File: config.mk
export PLATFORM = sky130hd
export DESIGN_NAME = dot_matrix_scheduler
export DESIGN_NICKNAME = d
export VERILOG_FILES = /design/src/rtl/dot_matrix_scheduler.sv
export SDC_FILE = /design/constraint.sdc
export NUM_CORES = 1
export LEC_CHECK = 0
export ABC_CLOCK_PERIOD_IN_PS = 2310
export BUFFER_PORTS_ARGS = -buffer_cell sky130_fd_sc_hd__buf_2
export CAP_MARGIN = 40
export CORE_ASPECT_RATIO = 0.7
export CORE_MARGIN = 4
export CORE_UTILIZATION = 40
export DETAILED_ROUTE_END_ITERATION = 8
export GPL_TIMING_DRIVEN = 0
export HOLD_SLACK_MARGIN = 0.15
export SKIP_LAST_GASP = 1
export SLEW_MARGIN = 20
export SYNTH_ARGS = -nofsm -noshare
export SYNTH_HDL_FRONTEND = slang
export SYNTH_SLANG_ARGS = --single-unit
File: constraint.sdc
create_clock -name clock -period 2.31 [get_ports clock]
set_input_delay 0.231 -clock clock [delete_from_list [all_inputs] [get_ports clock]]
set_output_delay 0.231 -clock clock [all_outputs]
set_load 0.02 [all_outputs]
File: src/rtl/dot_matrix_scheduler.sv
// 16x16 dot-matrix sequencer: row scan, blanking, ROM fetch
// and round-robin display sharing with hold time and blink.
module dot_matrix_scheduler #(
  parameter int         NREQ         = 2,
  parameter int         SCAN_DIV     = 1000,
  parameter int         BLANK_CYC    = 8,
  parameter int         HOLD_FRAMES  = 25,
  parameter int         BLINK_FRAMES = 16,
  parameter logic [3:0] IDLE_PAT     = 4'd0
) (
  input  logic              clock,
  input  logic              rst_n,
  input  logic              scan_en,
  input  logic [NREQ-1:0]   req,
  input  logic [4*NREQ-1:0] req_pat,
  input  logic [NREQ-1:0]   req_blink,
  output logic [NREQ-1:0]   grant,
  output logic [7:0]        rom_addr,
  input  logic [15:0]       rom_data,
  output logic [15:0]       Dot_R,
  output logic [3:0]        Dot_C,
  output logic              frame_tick
);

  localparam int PW = $clog2(SCAN_DIV + 1);
  localparam int HW = $clog2(HOLD_FRAMES + 1);
  localparam int BW = $clog2(BLINK_FRAMES + 1);

  localparam logic [PW-1:0] C_LAST  = PW'(SCAN_DIV - 1);
  localparam logic [PW-1:0] C_ONE   = PW'(1);
  localparam logic [PW-1:0] C_BLANK = PW'(BLANK_CYC);
  localparam logic [HW-1:0] H_MAX   = HW'(HOLD_FRAMES);
  localparam logic [BW-1:0] B_LAST  = BW'(BLINK_FRAMES - 1);

  typedef enum logic [1:0] {
    S_IDLE,
    S_ARB,
    S_SCAN
  } state_t;

  state_t          r_state;
  state_t          w_next;
  logic [PW-1:0]   r_presc;
  logic [3:0]      r_row;
  logic [3:0]      r_dot_c;
  logic [7:0]      r_rom_addr;
  logic [15:0]     r_row_buf;
  logic [NREQ-1:0] r_grant;
  logic [HW-1:0]   r_hold;
  logic [3:0]      r_pat_l;
  logic            r_blink_l;
  logic [BW-1:0]   r_blink_cnt;
  logic            r_blink_phase;

  logic            w_slot_end;
  logic            w_frame_end;
  logic            w_own_req;
  logic            w_others;
  logic            w_keep;
  logic            w_found;
  int              w_start;
  logic [NREQ-1:0] w_rr;
  logic [NREQ-1:0] w_grant;
  logic [HW-1:0]   w_hold;
  logic [3:0]      w_pat;
  logic            w_blk;
  logic            w_show;

  assign w_slot_end  = (r_presc == C_LAST);
  assign w_frame_end = w_slot_end && (r_row == 4'hF);

  always_comb begin
    w_next = r_state;
    unique case (r_state)
      S_IDLE:  if (scan_en) w_next = S_ARB;
      S_ARB:   w_next = S_SCAN;
      S_SCAN:  if (w_frame_end) w_next = S_ARB;
      default: w_next = S_IDLE;
    endcase
    if (!scan_en) w_next = S_IDLE;
  end

  assign w_own_req = |(req & r_grant);
  assign w_others  = |(req & ~r_grant);
  assign w_keep    = w_own_req &&
                     ((r_hold < H_MAX) || !w_others);

  // Round-robin search starts just past the current owner.
  always_comb begin
    w_start = 0;
    for (int i = 0; i < NREQ; i++)
      if (r_grant[i]) w_start = (i + 1) % NREQ;
    w_rr    = '0;
    w_found = 1'b0;
    for (int k = 0; k < NREQ; k++)
      for (int i = 0; i < NREQ; i++)
        if (!w_found && req[i] &&
            i == (w_start + k) % NREQ) begin
          w_rr[i] = 1'b1;
          w_found = 1'b1;
        end
  end

  always_comb begin
    w_grant = '0;
    w_hold  = '0;
    if (w_keep) begin
      w_grant = r_grant;
      w_hold  = (r_hold == H_MAX) ? r_hold
                                  : r_hold + 1'b1;
    end else if (|req) begin
      w_grant = w_rr;
      w_hold  = HW'(1);
    end
    w_pat = IDLE_PAT;
    w_blk = 1'b0;
    for (int i = 0; i < NREQ; i++)
      if (w_grant[i]) begin
        w_pat = req_pat[4*i +: 4];
        w_blk = req_blink[i];
      end
  end

  always_ff @(posedge clock or negedge rst_n) begin
    if (!rst_n) begin
      r_state       <= S_IDLE;
      r_presc       <= '0;
      r_row         <= '0;
      r_dot_c       <= '0;
      r_rom_addr    <= {IDLE_PAT, 4'h0};
      r_row_buf     <= 16'hFFFF;
      r_grant       <= '0;
      r_hold        <= '0;
      r_pat_l       <= IDLE_PAT;
      r_blink_l     <= 1'b0;
      r_blink_cnt   <= '0;
      r_blink_phase <= 1'b0;
    end else begin
      r_state <= w_next;
      if (r_state == S_ARB) begin
        r_grant    <= w_grant;
        r_hold     <= w_hold;
        r_pat_l    <= w_pat;
        r_blink_l  <= w_blk;
        r_rom_addr <= {w_pat, 4'h0};
        if (w_grant != r_grant) begin
          r_blink_cnt   <= '0;
          r_blink_phase <= 1'b0;
        end else if (r_blink_cnt == B_LAST) begin
          r_blink_cnt   <= '0;
          r_blink_phase <= ~r_blink_phase;
        end else begin
          r_blink_cnt <= r_blink_cnt + 1'b1;
        end
      end
      if (r_state == S_SCAN && r_presc == C_ONE)
        r_row_buf <= rom_data;
      if (r_state != S_SCAN || w_next != S_SCAN) begin
        r_presc <= '0;
        r_row   <= '0;
        r_dot_c <= '0;
      end else if (w_slot_end) begin
        r_presc    <= '0;
        r_row      <= r_row + 1'b1;
        r_dot_c    <= r_row + 1'b1;
        r_rom_addr <= {r_pat_l, r_row + 1'b1};
      end else begin
        r_presc <= r_presc + 1'b1;
      end
    end
  end

  assign w_show = (r_state == S_SCAN) &&
                  (r_presc >= C_BLANK) &&
                  !(r_blink_l && r_blink_phase);

  assign Dot_R      = w_show ? r_row_buf : 16'hFFFF;
  assign Dot_C      = r_dot_c;
  assign grant      = r_grant;
  assign rom_addr   = r_rom_addr;
  assign frame_tick = (r_state == S_ARB);

endmodule

==> summary.md <==
| Metric | Value |
|---|---|
| Status | complete, but fails checks |
| Violated checks | negative setup slack |
| # DRC | 0 |
| Synth area leaders | dfrtp_1 36%, dfstp_2 14%, mux2_4 5.1%, nand2_1 3.8%, o21ai_0 3.1% |
| Clock transition at path regs | 70 ps |
| Pwr Density | between 800 and 900 nW/um2 |
| Area of the multi-input gates | between 1000 and 1500 um2 |
| Max-cap violations | 0 |
| Placed Area | about 3400 um2 |
| Crit start category | register |
| Setup violators final | 1 |
| Grt ovf | 0 |
| Clock Path Buffers | 2 |
| Via count | between 2000 and 2500 |
| Slew Viols, Final | 0 |
| Async set-or-reset flop fraction in the synthesized netlist | 100.0% |
| CP Cell Sequence | or4_4 -> nor4_4 -> buf_4 -> a2111oi_4 -> buf_4 -> or2b_1 -> buf_6 |
| WL final | approximately 6.8 mm |
| Total Power | 0.003395 W |
| Routed len/inst | 14.01 um |
| FF-to-FF path depth | 5 |
| Fin worst setup slack | -27.29 ps |
| Top FF cell, synth | dfrtp_1 |
| HP Class | in2reg |
| Worst hold slack | 243.0 ps |
| GRT Util Overall | approximately 17% |
| Total negative slack | -27.29 ps |
| Largest net degree at the start of global routing | 59 |
| Family with the most delay on the worst path | simple AND/OR/NAND/NOR gates |
| Full die area | approximately 9000 um2 |
| Ratio of cells with drive above 1 in the final layout | approximately 33% |
| Hold depth | 2 |
| Number of flops mapped to enable cells by yosys | 0 |
| TritonCTS clock tree | built |
| Area growth, synth to finish | 36.84% |
| Clock skew | ~6 ps |
| Die Y | 79.83 um |
| Synth top area share | ~36% |
| Post-route cell area | just over 4000 um2 |
| CTS buffer count | 9 |
| Clock share of power | approximately 28% |
| Post-Synthesis Cell Area | 2948 um2 |
| Pint | roughly 0.0023 W |
| Reg2reg start | r_hold[1] |
| RePlAce Congestion | approximately 0.79 |
| Final Hold Fails | 0 |
| Flops & latches, synth | 58 |
| I/O Pins | between 60 and 70 |
| Least-Margin Pin Slew | 560.1 ps |
| R2R Setup Slk | 230 ps |
| Dpl hpwl | 4.366 mm |
| Post-synth top area cell | dfrtp_1 |
| Tmin final | 2337 ps |
| Worst slew margin | between 60% and 70% |
| Ys Warns | 0 |
| Final layout net count | approximately 420 |
| Clock sink total | 58 |
| Crit path top cell by count | buf_4 |
| Core area | slightly below 7000 um2 |
| Hold Crit Start | req[0] |
| Comb pwr share | 26.8% |
| Seq pwr share | a little under half |
| # rows | 25 |
| WS Path Type | reg2out |
| Crit path arrival time | approximately 2100 ps |
| Distinct cell type count after synthesis | 54 |
| Fill cell count | about 620 |
| Setup crit end kind | output port |
| First-pass GRT wire length | 11.70 mm |
| Register area share after synthesis | between 40% and 50% |
| Starting density of the core | ~42% |
| CP max FO | 5 |
| Switching share of total power | between 30% and 40% |
| Tcrit/Tclk final | 101.2% |
| Clock latency on the worst-skew pair | approximately 330 ps |
| N_diodes | 0 |
| DR iter-0 viols | about 120 |
| Leak | about 1.9 nW |
| Pre-antenna DRT Iters | 6 |
| Seq. cell area | roughly 1500 um2 |
| WP buf/inv | 3 |
| WP data required | 2080 ps |
| Mapped Cells | around 280 |
| Hold worst-path end | grant[0] |
| CP max stage delay | 560 ps |
| Vias in the first global route | 2305 |
| Die width | 110.6 um |
| Max Freq | between 0.4 and 0.5 GHz |
| ANT nets after route | 0 |
| H-tree levels | 3 |
| Initial antenna violation count | 0 |
| Syn Area/Cell | 10.68 um2 |
| Switching Power | between 0.001 and 0.0015 W |
| Syn nets | 314 |
| IO buf count | 60 |
| RSZ-0062 raised after global routing | yes |
| VDD IR max | around 640 uV |
| DR vias/cell | just under 5 |
| Crit-path slowest cell | or4_4 |
| FF-to-FF End | rom_addr[6] |
| Root Buffer | clkbuf_8 |
-- how the worst max path moves through the flow --
stage / slack, ps / to / from / cells after the start
finish: -30 / Dot_R[0] / r_presc[6] / 7
global route: -140 / Dot_R[0] / r_presc[6] / 7
CTS: -110 / Dot_R[0] / r_presc[3] / 7
detailed placement: -150 / Dot_R[9] / r_presc[4] / 6
global placement: -130 / Dot_R[5] / r_presc[4] / 6
floorplan: 270 / Dot_R[11] / r_presc[3] / 6
-- logic make-up (layout without fill, tap and decap cells) --
family	Yosys count	after routing	share of synthesized area (%)
AO/OA/AOI/OAI	53	53	12.73
AND/OR/NAND/NOR	110	110	20.42
multiplexers	16	16	7.385
XOR/XNOR	11	11	3.268
flip-flops	58	58	49.92
buffers and inverters	21	134	3.311
adder cells (fa/ha/maj)	7	7	2.971
-- repair_timing --
action	CTS	global route
pin swaps	3	3
cloned	1	0
gates resized for setup	27	3
endpoints found under the setup margin	16	16
setup buffers	5	3
hold buffers	28	0
endpoints found under the hold margin	64	0
-- flip-flops by register name, indices dropped and copies added, names as in the netlist, 2 cells and up --
| register | flops |
|---|---|
| r_row_buf | 16 |
| r_presc | 10 |
| rom_addr | 8 |
| r_blink_cnt | 5 |
| r_hold | 5 |
| Dot_C | 4 |
| r_pat_l | 4 |
| grant | 2 |
| r_state | 2 |
-- power groups by stage --
stage	Sequential [W]	Clock (W)	Combinational [W]
CTS	0.00154	0.000979	0.000914
detailed placement	0.00155	0	0.000869
floorplan	0.00157	0	0.000592
global route	0.00159	0.00103	0.00102
finish	0.00154	0.000944	0.000909
global placement	0.00154	0	0.000853
-- synthesized netlist by cell type, drive strengths merged, types with 2 or more instances --
cell,count
nand4,3
mux2,16
or4,2
a21oi,7
inv,10
nand2b,11
buf,7
a21o,5
xnor2,6
a2111oi,2
nor4,3
or2b,7
xor2,5
a31oi,4
a22oi,5
nor2b,4
and3,4
nor2,17
o21ai,18
nor3,4
nand2,31
clkbuf,4
and2,3
ha,7
dfstp,16
nand3,12
or3,2
dfrtp,42
-- metal layers --
metal / share of wire, % / vias to the layer above / routed length, um / GRT usage, %
met3: 4.1 / 5 / 275 / 4.924
li1: - / 1195 / - / -
met4: 0.93 / 0 / 63 / 4.797
met1: 49 / 1137 / 3315 / 22.92
met5: 0 / - / 0 / 0
met2: 46 / 49 / 3114 / 25.30
-- layout by cell type (no fill, tap or decap), types with 2 or more instances in the layout --
master         netlist  routed
ha_1                 7       7
inv_1               10      10
clkbuf_1             4       6
or3_1                2       2
buf_6                2      12
dfstp_2             16      16
a31oi_1              4       4
a22oi_1              5       5
nand2b_1            11      10
nor4_1               2       2
or2b_1               7       7
dfrtp_1             42      40
dfrtp_2              0       2
and3_1               4       4
nor3_1               4       4
a2111oi_4            1       2
buf_2                3      50
a21oi_1              7       7
buf_4                0      10
buf_1                2       2
o21ai_0             18      18
mux2_4              10      10
nand4_1              3       3
mux2_2               6       6
nor2_1              17      17
xnor2_1              6       6
and2_1               3       3
clkbuf_8             0      12
nand2_1             30      30
xor2_1               5       5
dlygate4sd3_1        0      28
nand3_1             12      12
a21o_1               5       5
nor2b_1              4       4
-- stage by stage --
stage               setup WS, ps  std cells  util (%)
detailed placement        -147.2        430     48.50
finish                    -27.29        483     58.09
global placement          -128.0        430     48.47
CTS                       -111.0        479     57.26
global route              -136.3        483     58.09
floorplan                  273.2        276         -
-- final cells by class --
class / count / share of cell area, %
Sequential cell: 58 / 36.54
Multi-Input combinational cell: 197 / 34.68
Timing Repair Buffer: 98 / 18.58
Clock buffer: 14 / 4.032
Tap cell: 94 / 2.916
Buffer: 10 / 1.458
Inverter: 10 / 0.9305
Clock inverter: 2 / 0.8685
No activity file was read; power rests on OpenSTA's default activity.
